[config.mk]
export PLATFORM = sky130hd
export DESIGN_NAME = dmem_stream_reader_flat
export DESIGN_NICKNAME = d
export VERILOG_FILES = /design/src/rtl/dmem_stream_reader_pkg.sv /design/src/rtl/dmem_stream_reader_if.sv /design/src/rtl/dmem_stream_reader_sync_fifo.sv /design/src/rtl/dmem_stream_reader.sv /design/src/flat_wrapper.sv
export SDC_FILE = /design/constraint.sdc
export NUM_CORES = 1
export LEC_CHECK = 0
export BUFFER_PORTS_ARGS = -buffer_cell sky130_fd_sc_hd__buf_2
export CORE_MARGIN = 3
export CORE_UTILIZATION = 58
export DETAILED_ROUTE_END_ITERATION = 7
export PLACE_DENSITY_LB_ADDON = 0.12
export SLEW_MARGIN = 20
export SYNTH_ARGS = -nofsm -noshare
export SYNTH_HDL_FRONTEND = slang
export SYNTH_HIERARCHICAL = 1
export SYNTH_SLANG_ARGS = --single-unit
[constraint.sdc]
create_clock -name clk -period 3 [get_ports clk]
set_input_delay 0.6 -clock clk [delete_from_list [all_inputs] [get_ports clk]]
set_output_delay 0.6 -clock clk [all_outputs]
set_load 0.03 [all_outputs]
[src/rtl/dmem_stream_reader_pkg.sv]
// Shared types for the data-memory read path: address/byte typedefs and the reader FSM states.
// Latency: none, this file holds declarations only.
// Backpressure: not applicable.
package dmem_pkg;

    localparam int DMEM_ADDR_W = 19;
    localparam int DMEM_DATA_W = 8;

    typedef logic [DMEM_ADDR_W-1:0] dmem_addr_t;
    typedef logic [DMEM_DATA_W-1:0] dmem_byte_t;

    typedef enum logic [1:0] {
        IDLE,
        FETCH,
        DRAIN,
        FINISH
    } rd_state_t;

endpackage

[src/rtl/dmem_stream_reader_if.sv]
// RAM read port (req/gnt, address, q) plus the outgoing valid/ready byte stream.
// Latency: wires only; the RAM's q follows the sampled address by one cycle.
// Backpressure: out_ready from the consumer, mem_gnt from the RAM arbiter.
// Ports: master = reader side (drives mem_req/mem_addr/out_*), slave = RAM arbiter + consumer.
interface dmem_stream_reader_if #(
    parameter int ADDR_W = dmem_pkg::DMEM_ADDR_W,
    parameter int DATA_W = dmem_pkg::DMEM_DATA_W
);
    logic              mem_req;
    logic              mem_gnt;
    logic [ADDR_W-1:0] mem_addr;
    logic [DATA_W-1:0] mem_rdata;
    logic [DATA_W-1:0] out_data;
    logic              out_valid;
    logic              out_ready;
    logic              out_last;

    modport master (
        output mem_req, mem_addr, out_data, out_valid, out_last,
        input  mem_gnt, mem_rdata, out_ready
    );

    modport slave (
        input  mem_req, mem_addr, out_data, out_valid, out_last,
        output mem_gnt, mem_rdata, out_ready
    );
endinterface

[src/rtl/dmem_stream_reader_sync_fifo.sv]
// Generic synchronous FIFO with occupancy count and full/empty flags.
// Latency: a push is visible at the head the cycle after it is written.
// Backpressure: push ignored when full unless a pop happens in the same cycle; pop ignored when empty.
// Ports: clk/rst (sync active-low), push/push_dat, pop/pop_dat (head), count, full, empty.
module sync_fifo #(
    parameter int WIDTH = 8,
    parameter int DEPTH = 4,
    parameter int CNT_W = $clog2(DEPTH + 1)
) (
    input  logic             clk,
    input  logic             rst,
    input  logic             push,
    input  logic [WIDTH-1:0] push_dat,
    input  logic             pop,
    output logic [WIDTH-1:0] pop_dat,
    output logic [CNT_W-1:0] count,
    output logic             full,
    output logic             empty
);
    localparam int PTR_W = (DEPTH > 1) ? $clog2(DEPTH) : 1;

    logic [WIDTH-1:0] mem [DEPTH];
    logic [PTR_W-1:0] wr_ptr;
    logic [PTR_W-1:0] rd_ptr;
    logic             do_push;
    logic             do_pop;

    assign full    = (count == CNT_W'(DEPTH));
    assign empty   = (count == '0);
    assign do_pop  = pop && !empty;
    assign do_push = push && (!full || do_pop);
    assign pop_dat = mem[rd_ptr];

    // Storage needs no reset; only the pointers and count define contents.
    always_ff @(posedge clk) begin
        if (do_push) begin
            mem[wr_ptr] <= push_dat;
        end
    end

    // DEPTH is a power of two, so the pointers wrap naturally.
    always_ff @(posedge clk) begin
        if (!rst) begin
            wr_ptr <= '0;
            rd_ptr <= '0;
            count  <= '0;
        end else begin
            if (do_push) begin
                wr_ptr <= wr_ptr + 1'b1;
            end
            if (do_pop) begin
                rd_ptr <= rd_ptr + 1'b1;
            end
            case ({do_push, do_pop})
                2'b10:   count <= count + 1'b1;
                2'b01:   count <= count - 1'b1;
                default: count <= count;
            endcase
        end
    end
endmodule

[src/rtl/dmem_stream_reader.sv]
// Read-side DMA: streams length bytes from base_addr out of the shared data RAM, oldest first.
// Latency: first out_valid two cycles after the edge that samples start; then 1 byte/cycle.
// Backpressure: reads stop when FIFO occupancy plus the in-flight read reaches FIFO_DEPTH; mem_gnt low stalls issue only.
// Ports: clk, rst (sync active-low), start/base_addr/length control, busy/done status, bus = RAM port + byte stream.
module dmem_stream_reader
    import dmem_pkg::*;
#(
    parameter int ADDR_W     = DMEM_ADDR_W,
    parameter int DATA_W     = DMEM_DATA_W,
    parameter int FIFO_DEPTH = 4
) (
    input  logic              clk,
    input  logic              rst,
    input  logic              start,
    input  logic [ADDR_W-1:0] base_addr,
    input  logic [ADDR_W-1:0] length,
    output logic              busy,
    output logic              done,
    dmem_stream_reader_if.master bus
);
    localparam int CNT_W = $clog2(FIFO_DEPTH + 1);

    rd_state_t         state;
    logic [ADDR_W-1:0] cur_addr;
    logic [ADDR_W-1:0] remain;
    logic [ADDR_W-1:0] len_q;
    logic [ADDR_W-1:0] sent_cnt;
    logic              inflight;
    logic [CNT_W-1:0]  fifo_count;
    logic [CNT_W:0]    credit_used;
    logic              fifo_full;
    logic              fifo_empty;
    logic              issue;
    logic              pop;

    // A read slot is only taken if its returning byte is guaranteed a FIFO entry,
    // counting the read already on its way back.
    assign credit_used = {1'b0, fifo_count} + {{CNT_W{1'b0}}, inflight};
    assign issue = (state == FETCH) && bus.mem_gnt && (remain != '0) && !fifo_full
                   && (credit_used < (CNT_W+1)'(FIFO_DEPTH));

    // FETCH is left on the issue that empties remain, so mem_req can follow the state.
    assign bus.mem_req   = (state == FETCH);
    assign bus.mem_addr  = cur_addr;
    assign bus.out_valid = !fifo_empty;
    assign bus.out_last  = !fifo_empty && (sent_cnt == len_q - ADDR_W'(1));
    assign pop           = bus.out_valid && bus.out_ready;

    sync_fifo #(
        .WIDTH (DATA_W),
        .DEPTH (FIFO_DEPTH)
    ) u_fifo (
        .clk      (clk),
        .rst      (rst),
        .push     (inflight),
        .push_dat (bus.mem_rdata),
        .pop      (pop),
        .pop_dat  (bus.out_data),
        .count    (fifo_count),
        .full     (fifo_full),
        .empty    (fifo_empty)
    );

    always_ff @(posedge clk) begin
        if (!rst) begin
            state    <= IDLE;
            cur_addr <= '0;
            remain   <= '0;
            len_q    <= '0;
            sent_cnt <= '0;
            inflight <= 1'b0;
            busy     <= 1'b0;
            done     <= 1'b0;
        end else begin
            // The RAM returns q one cycle after an issued address: push then.
            inflight <= issue;
            done     <= 1'b0;
            if (pop) begin
                sent_cnt <= sent_cnt + ADDR_W'(1);
            end
            case (state)
                IDLE: begin
                    if (start) begin
                        cur_addr <= base_addr;
                        remain   <= length;
                        len_q    <= length;
                        sent_cnt <= '0;
                        if (length == '0) begin
                            state <= FINISH;
                            done  <= 1'b1;
                        end else begin
                            state <= FETCH;
                            busy  <= 1'b1;
                        end
                    end
                end
                FETCH: begin
                    if (issue) begin
                        cur_addr <= cur_addr + ADDR_W'(1);
                        remain   <= remain - ADDR_W'(1);
                        if (remain == ADDR_W'(1)) begin
                            state <= DRAIN;
                        end
                    end
                end
                DRAIN: begin
                    if (pop && bus.out_last) begin
                        state <= FINISH;
                        busy  <= 1'b0;
                        done  <= 1'b1;
                    end
                end
                FINISH: begin
                    state <= IDLE;
                end
                default: begin
                    state <= IDLE;
                    busy  <= 1'b0;
                end
            endcase
        end
    end
endmodule
[src/flat_wrapper.sv]
// flat-port wrapper written by rule: the top's interface ports become plain ports
module dmem_stream_reader_flat import dmem_pkg::*;
#(
    parameter int ADDR_W     = DMEM_ADDR_W,
    parameter int DATA_W     = DMEM_DATA_W,
    parameter int FIFO_DEPTH = 4
)
  (clk, rst, start, base_addr, length, busy, done, bus_mem_req, bus_mem_addr, bus_out_data, bus_out_valid, bus_out_last, bus_mem_gnt, bus_mem_rdata, bus_out_ready);
  dmem_stream_reader_if #(.ADDR_W(ADDR_W), .DATA_W(DATA_W)) bus_i ();
  input  logic clk;
  input  logic rst;
  input  logic start;
  input  logic [ADDR_W-1:0] base_addr;
  input  logic [ADDR_W-1:0] length;
  output logic busy;
  output logic done;
  output wire logic [$bits(bus_i.mem_req)-1:0] bus_mem_req;
  output wire logic [$bits(bus_i.mem_addr)-1:0] bus_mem_addr;
  output wire logic [$bits(bus_i.out_data)-1:0] bus_out_data;
  output wire logic [$bits(bus_i.out_valid)-1:0] bus_out_valid;
  output wire logic [$bits(bus_i.out_last)-1:0] bus_out_last;
  input wire logic [$bits(bus_i.mem_gnt)-1:0] bus_mem_gnt;
  input wire logic [$bits(bus_i.mem_rdata)-1:0] bus_mem_rdata;
  input wire logic [$bits(bus_i.out_ready)-1:0] bus_out_ready;
  assign bus_mem_req = bus_i.mem_req;
  assign bus_mem_addr = bus_i.mem_addr;
  assign bus_out_data = bus_i.out_data;
  assign bus_out_valid = bus_i.out_valid;
  assign bus_out_last = bus_i.out_last;
  assign bus_i.mem_gnt = bus_mem_gnt;
  assign bus_i.mem_rdata = bus_mem_rdata;
  assign bus_i.out_ready = bus_out_ready;
  dmem_stream_reader #(.ADDR_W(ADDR_W), .DATA_W(DATA_W), .FIFO_DEPTH(FIFO_DEPTH)) u_core (.clk(clk), .rst(rst), .start(start), .base_addr(base_addr), .length(length), .busy(busy), .done(done), .bus(bus_i));
endmodule
==> reports/results.ini, run 1 <==
[outcome]
outcome=complete, but fails checks
failed_checks=setup timing

[place]
gp_congestion=0.944
hpwlAfterDp_microns=11300
io_buffer_count=82
place_area_sq_um=7080

[clocking]
cts.clk_slew.worst_paths_ns=0.06
cts_root_buf=clkbuf_8
cts_made_buffers=17
insertion_delay_ns=0.52
htree_levels=4
cts_sinks=122
clock_path_buffers=2
cts_tree=built
holdBufCountCts=0

[detailed_routing]
wire_per_inst_microns=16.8
first_pass_iters=7
wirelength_microns=16600
drt-vias-per-instance=6.01
drt_iter0_markers=525
drc=0
antenna_left=0
vias=5960

[synth]
synth.distinct_cells=75
synth.avg_cell_area_sq_um=8.60
synth_edf_count=32
yosys_register_bits=122
yosysTopAreaCell=dfxtp_1
post_synth_inst_count=756
synth_ff_type=dfxtp_1
synth-seq-area-share_pct=42.5
synthesis.area_sq_um=6500
ys_warn_count=6
async_flop_share_pct=0
ys_top_cells_by_area=dfxtp_1 (28%), edfxtp_1 (15%), a21oi_1 (5.8%)
synth_top_area_share_pct=27.7
synth_nets=821

[final_layout]
fillers=831
layout_common_cells=dfxtp_1 (89), nand2_1 (86), buf_2 (81)
drive_gt1_share_pct=20.7
regArea_sq_um=2760
fin_nets=903
n_antenna_cell=0
design_area_sq_um=7800
area_growth_pct=20.0
multi_input_area_sq_um=3570
layout_commonest_cell=dfxtp_1

[global_routing]
grt_usage_pct=27.2
grt_max_degree=62
use_met1_pct=35.3
overflow=0
grt_util_met2_pct=44.0
grt_pass1_vias=5751
antenna_found_initial=0
grt_pass1_wl_microns=27700
met3_usage_pct=6.20
grt.busiest_layer=met2

[floorplan]
die_w_microns=112
start_util_pct=59.7
die_h_microns=112
io_pins=83
row_count=38
core_sq_um=10900
dieArea_sq_um=12500

[min_path]
min_from=bus_mem_rdata[0]
holdCritPathClass=in2reg
min_to=u_core/u_fifo/mem[1][0]
hold_path_depth=1

[timing]
maxSlewHeadroom_pct=51.9
post-route-min-period_ns=3.33
finalClockSkew_ns=0.00892
setup_slack_ns=-0.330
worstMarginPinSlew_ns=0.722
fin_setup_tns_ns=-0.330
hold_viol=0
setup_viol=1
rsz0062_at_grt=true
whs_ns=0.296
slew_violations=0
max_freq_mhz=300
period_share_pct=111

[pwr]
power_density_nw_per_um2=851
p_leak_nw=2.97
ir_drop_mv=0.704

[setup_path]
worstPathRequired_ns=2.40
critPathCaptureType=output pin
cpPeakStageDelay_ns=0.50
rr_endpoint=u_core/state[0]
r2r_slack_ns=0.13
crit_chain=inv_2 -> ha_4 -> or4b_4 -> nor4_4 -> buf_4 -> xnor2_2 -> a2bb2oi_2 -> a21oi_2 -> nor4_4 -> buf_6
slowest_stage=or4b_4
r2r_cells=13
cp.arrival_ns=2.73
crit_path_start_kind=register
crit_type=reg2out
timing.rr.start=u_core/len_q[1]
worstPathMaxFanout=4
path_common_cell=nor4_4

[job]
maxCapViolCount=0

## where the power goes
group / switching, mW / leakage, nW / internal (mW)
sequential: 0.258 / 1.02 / 1.92
combinational: 1.47 / 1.65 / 0.895
clock: 0.738 / 0.291 / 1.36
total: 2.46 / 2.97 / 4.18
## cells in the mapped netlist (2+ instances only)
master     count
mux2i_1        5
nor4b_1        2
a31oi_1        9
xor2_1        21
o22ai_1        3
mux4_2         8
buf_2          7
ha_1          13
nor2b_1       10
o21bai_1       2
dfxtp_1       90
nand4_1       14
and3_1        12
a22oi_1        5
or3_1         17
a211oi_1       5
a21boi_0       2
and2_1        14
xnor2_1       14
nor3_2         3
o2bb2ai_1      3
nor3_1        27
a32oi_1        2
o21a_1         4
a211o_1        2
o22a_1         2
edfxtp_1      32
buf_1          3
nand2b_1       6
clkbuf_1      29
nand2_1       86
o21ai_0       52
nand3_1       19
a21oi_1       75
a21o_1         7
nor4_1        10
inv_1         22
nor3b_1        2
nor2_1        78
o31ai_1        3
a311oi_1       2
## per-layer routing
metal	routed length, microns	share of wire (%)	vias up
met5	0	0	-
met4	338	2.0	0
met3	1070	6.4	28
met2	8010	48	229
met1	7210	43	2833
li1	-	-	2870
## area by class of cell
type	instances	share of cell area (%)
multi-input cells	569	45.7
clock buffers	19	5.53
repair buffers	105	7.72
inverters	23	1.11
well taps	140	2.25
clock inverters	13	2.25
flip-flops and latches	122	35.4
## registers in the layout (all words and copies together), names as in the netlist, named ones only
signal / flops
u_core/u_fifo/wr_ptr: 2
u_core/u_fifo/count: 3
u_core/inflight: 1
u_core/len_q: 19
u_core/busy: 1
u_core/u_fifo/rd_ptr: 2
u_core/remain: 19
u_core/u_fifo/mem: 32
u_core/sent_cnt: 19
u_core/bus.mem_addr: 19
u_core/state: 2
u_core/done: 1
## through the flow
stage                     setup WS (ns)  util [%]  cells  power (mW)
final                            -0.330      71.6    991        6.64
after global routing             -0.483      71.6    991        7.03
after CTS                        -0.289      71.2    988        6.61
after global placement           0.0462      65.0    954        4.39
after detailed placement        -0.0180      65.0    954        4.46
after floorplan                  0.0702         -    756        3.87
## critical path: cells and delay by family, from the launching register on
kind | cells | cell delay (ns)
buf+inv | 3 | 0.41
fa+ha+maj | 1 | 0.15
flops | 1 | 0.32
simple gates | 3 | 1.02
compound gates | 2 | 0.24
xor+xnor | 1 | 0.06
## how the worst max path moves through the flow
stage,startpoint,to,cells past startpoint
global route,u_core/len_q[1],bus_out_last,10
CTS,u_core/len_q[1],bus_out_last,10
global placement,u_core/len_q[0],bus_out_last,10
finish,u_core/len_q[1],bus_out_last,10
floorplan,u_core/len_q[0],bus_out_last,8
detailed placement,u_core/len_q[0],bus_out_last,9
## cells by family (layout without fill, tap and decap cells)
group	after synthesis	count (layout)	synth area share (%)
AOI/OAI and AO/OA	191	191	17.7
DFF	122	122	42.5
xor gates and xnor gates	35	35	4.72
muxes	14	14	3.72
buffers and inverters	65	160	4.08
adders and majority gates	14	14	2.81
and+or+nand+nor	315	315	24.5
## timing repair
item / in CTS / in global routing
setup buffers: 2 / 3
endpoints found under the setup margin: 2 / 2
resized for setup: 14 / 3
cloned: 0 / 0
pin swaps: 11 / 4
(Power assumes the default switching activity.)
==> inputs of run 2 (changes only) <==
Settings changed: RECOVER_POWER from default to 50.
==> run 2 against run 1 <==
The run still ends with setup timing left. Die area unchanged. Via count about the same. Sequential cell count unchanged. Clock power about the same. Global-route usage unchanged. Setup slack improved by 0.011 ns. Maximum frequency increased by 0.32%. Sequential share of layout area increased by 0.22 points. Cell count unchanged. First-iteration DRC count increased by 14%. Highest routed layer unchanged.
==> reports/results.ini, run 2 (synthesis results as in run 1) <==
[outcome]
outcome=complete, but fails checks
failed_checks=setup timing

[floorplan]
start_util_pct=59.7  ; unchanged
die_w_microns=112  ; unchanged
die_h_microns=112  ; unchanged
row_count=38  ; unchanged
dieArea_sq_um=12500  ; unchanged
io_pins=83  ; unchanged
core_sq_um=10900  ; unchanged

[detailed_routing]
vias=5963  ; +0.050%
wire_per_inst_microns=16.7  ; -0.29%
drt_iter0_markers=600  ; +14%
first_pass_iters=8  ; +1
drt-vias-per-instance=6.02  ; about the same
wirelength_microns=16600  ; -0.29%
drc=0  ; unchanged
antenna_left=0  ; unchanged

[global_routing]
grt_max_degree=62  ; unchanged
overflow=0  ; unchanged
grt_pass1_wl_microns=27700  ; unchanged
antenna_found_initial=0  ; unchanged
grt_pass1_vias=5751  ; unchanged
grt_usage_pct=27.2  ; unchanged

[clocking]
cts_root_buf=clkbuf_8
cts_made_buffers=17  ; unchanged
cts_sinks=122  ; unchanged
insertion_delay_ns=0.52  ; about the same
clock_path_buffers=2  ; unchanged
cts_tree=built
htree_levels=4  ; unchanged
holdBufCountCts=0  ; unchanged
cts.clk_slew.worst_paths_ns=0.06  ; about the same

[setup_path]
worstPathMaxFanout=4  ; unchanged
cp.arrival_ns=2.72  ; about the same
worstPathRequired_ns=2.40  ; about the same
critPathCaptureType=output pin
crit_type=reg2out
crit_path_start_kind=register
r2r_cells=11  ; -2

[final_layout]
layout_common_cells=dfxtp_1 (89), nand2_1 (86), nor2_1 (78)
fin_nets=903  ; unchanged
drive_gt1_share_pct=16.9  ; -3.8 points
area_growth_pct=19.2
largest_reg_flops=32  ; unchanged
fillers=855  ; +2.9%
final_util_pct=71.2  ; -0.45 points
n_antenna_cell=0  ; unchanged
design_area_sq_um=7750  ; -0.63%
layout_commonest_cell=dfxtp_1
top_register=u_core/u_fifo/mem

[pwr]
power_density_nw_per_um2=852  ; +0.14%
p_switching_mw=2.46  ; -0.32%
ir_drop_mv=0.702  ; -0.27%
combPwrFrac_pct=35.3  ; -0.3 points
p_leak_nw=2.85  ; -3.9%
clockPowerShare_pct=31.7  ; about the same
p_int_mw=4.15  ; -0.59%
p_seq_share_pct=33.0  ; +0.2 points
total_power_mw=6.61  ; -0.49%
switching_share_pct=37.2  ; +0.064 points

[job]
maxCapViolCount=0  ; unchanged

[timing]
rsz0062_at_grt=true
period_share_pct=111  ; -0.35 points
finalClockSkew_ns=0.00803  ; -0.000888 ns
maxSlewHeadroom_pct=31.5  ; -20 points
slew_violations=0  ; unchanged
setup_slack_ns=-0.320  ; +0.0105 ns
post-route-min-period_ns=3.32  ; -0.0105 ns
max_freq_mhz=301  ; +0.32%
worstMarginPinSlew_ns=1.03  ; +0.304 ns
setup_viol=1  ; unchanged
hold_viol=0  ; unchanged

[place]
hpwlAfterDp_microns=11300  ; unchanged
place_area_sq_um=7080  ; unchanged
io_buffer_count=82  ; unchanged
gp_congestion=0.944  ; unchanged

[min_path]
holdCritPathClass=in2reg
hold_path_depth=1  ; unchanged

run 2: path summary, 6_finish.rpt:
path,start,end,slack (ns)
max,u_core/len_q[1],bus_out_last,-0.32
min reg2reg,u_core/bus.mem_addr[18],u_core/bus.mem_addr[18],0.47
max reg2reg,u_core/u_fifo/count[0],u_core/u_fifo/count[2],0.11
min,bus_mem_rdata[1],u_core/u_fifo/mem[3][1],0.35
run 2: through the flow:
stage	setup WS, ns	TNS, ns	hold slack, ns	std cells
after floorplan	0.0702	0	0.448	756
after global placement	0.0462	0	0.457	954
after detailed placement	-0.0180	-0.0180	0.462	954
after CTS	-0.289	-0.289	0.273	988
after global routing	-0.483	-0.772	0.345	991
final	-0.320	-0.320	0.351	991
run 2: cell type report:
class                   instances  area, sq um  share of cell area (%)
multi-input cells             569         3560                    45.9
flip-flops and latches        122         2760                    35.7
inverters                      23         86.3                    1.11
clock buffers                  19          432                    5.57
repair buffers                105          562                    7.25
well taps                     140          175                    2.26
clock inverters                13          175                    2.26
run 2: timing repair:
item / in CTS / in global routing
setup endpoints to repair: 2 / 2
setup buffers: 2 / 3
gates resized for setup: 14 / 3
pin swaps: 11 / 4
run 2: critical path, cell delays in order, from the launching register on:
cell and delay [ns]:
dfxtp_2 0.32, inv_2 0.06, ha_4 0.15, or4b_4 0.50, nor4_4 0.36, buf_4 0.18, xnor2_2 0.06, a2bb2oi_2 0.15
a21oi_2 0.09, nor4_4 0.16, buf_6 0.17
run 2: power by group through the flow:
stage	Clock [mW]	Sequential, mW	Combinational [mW]
6_report	2.09	2.18	2.33
5_1_grt	2.21	2.22	2.58
4_1_cts	2.12	2.17	2.32
3_5_place_dp	0	2.19	2.27
3_3_place_gp	0	2.18	2.21
2_1_floorplan	0	2.28	1.59
run 2: layer usage:
layer	vias to the layer above	GRT usage (%)	share of wire, %
met5	-	0	0
met4	0	10.9	2.2
met3	30	6.20	6.3
met2	222	44.0	48
met1	2839	35.3	44
li1	2872	-	-
==> inputs of run 3 (changes only) <==
Settings changed: CTS_BUF_LIST from default to sky130_fd_sc_hd__clkbuf_16.
==> run 3 against run 2 <==
The flow still finishes with violations (setup timing). Largest power group unchanged. Setup slack better by 0.11 ns. Cell count unchanged. Sequential cell count unchanged. Critical path type unchanged. Power is 0.12% higher. Non-clock buffer count stayed put. Critical endpoint unchanged. Die area unchanged. Sequential share of layout area is essentially flat. Clock-buffer cell count decreased by 2.
==> reports/results.ini, run 3 (synthesis results as in run 1) <==
[pwr]
p_leak_nw=2.85  ; +0.13%
ir_drop_mv=0.706  ; +0.66%
power_density_nw_per_um2=853  ; about the same
total_power_mw=6.61  ; +0.12%

[global_routing]
grt_max_degree=62  ; unchanged
grt_pass1_wl_microns=27700  ; about the same
overflow=0  ; unchanged
grt_usage_pct=27.2  ; +0.046 points
grt_pass1_vias=5770  ; +0.33%
antenna_found_initial=0  ; unchanged

[place]
hpwlAfterDp_microns=11300  ; unchanged
placed_cells=954  ; unchanged
place_area_sq_um=7080  ; unchanged
post-place-ws_ns=-0.0180  ; unchanged
gp_congestion=0.944  ; unchanged
io_buffer_count=82  ; unchanged

[timing]
max_freq_mhz=311  ; +3.3%
setup_slack_ns=-0.214  ; +0.106 ns
maxSlewHeadroom_pct=31.3  ; -0.19 points
rsz0062_at_grt=true
whs_ns=0.461  ; +0.111 ns
fin_setup_tns_ns=-0.214  ; +0.106 ns
worstMarginPinSlew_ns=1.03  ; +0.00287 ns
finalClockSkew_ns=0.0113  ; +0.00322 ns
post-route-min-period_ns=3.21  ; -0.106 ns
hold_viol=0  ; unchanged
slew_violations=0  ; unchanged
period_share_pct=107  ; -3.5 points
setup_viol=1  ; unchanged

[final_layout]
area_growth_pct=19.3  ; about the same
layout_commonest_cell=dfxtp_1
largest_reg_flops=32  ; unchanged
design_area_sq_um=7750  ; about the same
drive_gt1_share_pct=16.8  ; -0.12 points
top_register=u_core/u_fifo/mem
fin_nets=903  ; unchanged
n_antenna_cell=0  ; unchanged
layout_common_cells=dfxtp_1 (89), nand2_1 (86), nor2_1 (78)
layout.cells.non_filler=991  ; unchanged
final_util_pct=71.2  ; about the same

[detailed_routing]
wire_per_inst_microns=16.6  ; -0.69%
drt-vias-per-instance=6.01  ; -0.17%
drt_iter0_markers=564  ; -6.0%
first_pass_iters=7  ; -1
drc=0  ; unchanged
wirelength_microns=16500  ; -0.69%
vias=5953  ; -0.17%
antenna_left=0  ; unchanged

[setup_path]
crit_path_start_kind=register
crit_chain=inv_2 -> ha_4 -> or4b_4 -> nor4_4 -> buf_4 -> xnor2_2 -> a2bb2oi_2 -> a21oi_2 -> nor4_4 -> buf_6
timing.rr.start=u_core/len_q[1]
critPathCaptureType=output pin
critPathLaunch=u_core/len_q[1]
slowest_stage=or4b_4
rr_endpoint=u_core/state[0]
cp_top_family=simple AND/OR/NAND/NOR gates
cpPeakStageDelay_ns=0.50  ; about the same
r2r_slack_ns=0.13  ; +0.02 ns
crit_buf_inv=3  ; unchanged
cp.arrival_ns=2.61  ; -0.11 ns
worstPathRequired_ns=2.40  ; about the same
r2r_cells=13  ; +2
crit_type=reg2out
cp-endpoint=bus_out_last
cp_num_cells=10  ; unchanged
worstPathMaxFanout=4  ; unchanged
path_common_cell=nor4_4

[floorplan]
core_sq_um=10900  ; unchanged
die_w_microns=112  ; unchanged
row_count=38  ; unchanged
start_util_pct=59.7  ; unchanged
die_h_microns=112  ; unchanged
dieArea_sq_um=12500  ; unchanged
io_pins=83  ; unchanged

[job]
maxCapViolCount=0  ; unchanged

[clocking]
cts_sinks=122  ; unchanged
htree_levels=4  ; unchanged
clock_path_buffers=2  ; unchanged
cts_made_buffers=17  ; unchanged
cts_root_buf=clkbuf_16
cts.clk_slew.worst_paths_ns=0.05  ; about the same
cts_tree=built
insertion_delay_ns=0.42  ; -0.10 ns

[min_path]
holdCritPathClass=in2reg

[outcome]
outcome=complete, but fails checks
failed_checks=setup timing

==> run 3: cell types whose count changed in the layout (fill, tap and decap cells not counted) <==
cell	delta
clkbuf_1	-1
clkbuf_16	+1
clkbuf_8	-2
clkinv_1	+1
inv_1	+1
==> run 3: final cells by class <==
type / instances / area, sq um
Clock buffer: 17 / 425
Clock inverter: 15 / 183
Fill cell: 861 / 3140
Inverter: 23 / 86.3
Multi-Input combinational cell: 569 / 3560
Sequential cell: 122 / 2760
Tap cell: 140 / 175
Timing Repair Buffer: 105 / 562
==> run 3: report_power, final <==
part           internal [mW]  switching, mW
combinational          0.870           1.46
sequential              1.92          0.257
clock                   1.37          0.732
total                   4.16           2.45
==> run 3: worst min path at each step <==
stage | slack (ns) | startpoint | depth (start not counted) | to
floorplan | 0.45 | u_core/remain[15] | 2 | u_core/remain[15]
global placement | 0.46 | u_core/bus.mem_addr[18] | 2 | u_core/bus.mem_addr[18]
detailed placement | 0.46 | u_core/bus.mem_addr[18] | 2 | u_core/bus.mem_addr[18]
CTS | 0.39 | bus_mem_rdata[1] | 1 | u_core/u_fifo/mem[0][1]
global route | 0.46 | length[13] | 3 | u_core/len_q[13]
finish | 0.46 | bus_mem_rdata[7] | 1 | u_core/u_fifo/mem[2][7]
==> run 3: metal layers <==
layer,routed length (microns),track usage [%],part of all wire [%],up-vias
li1,-,-,-,2882
met1,7210,35.1,44,2825
met2,7970,44.2,48,218
met3,952,6.68,5.8,28
met4,330,10.8,2.0,0
met5,0,0,0,-
==> run 3: repair_timing <==
| action | 4_1_cts | 5_1_grt |
|---|---|---|
| gates resized for setup | 14 | 3 |
| hold endpoints to repair | 0 | 0 |
| pin swaps | 11 | 4 |
| setup buffers | 2 | 3 |
| hold buffers | 0 | 0 |
| setup endpoints to repair | 2 | 2 |
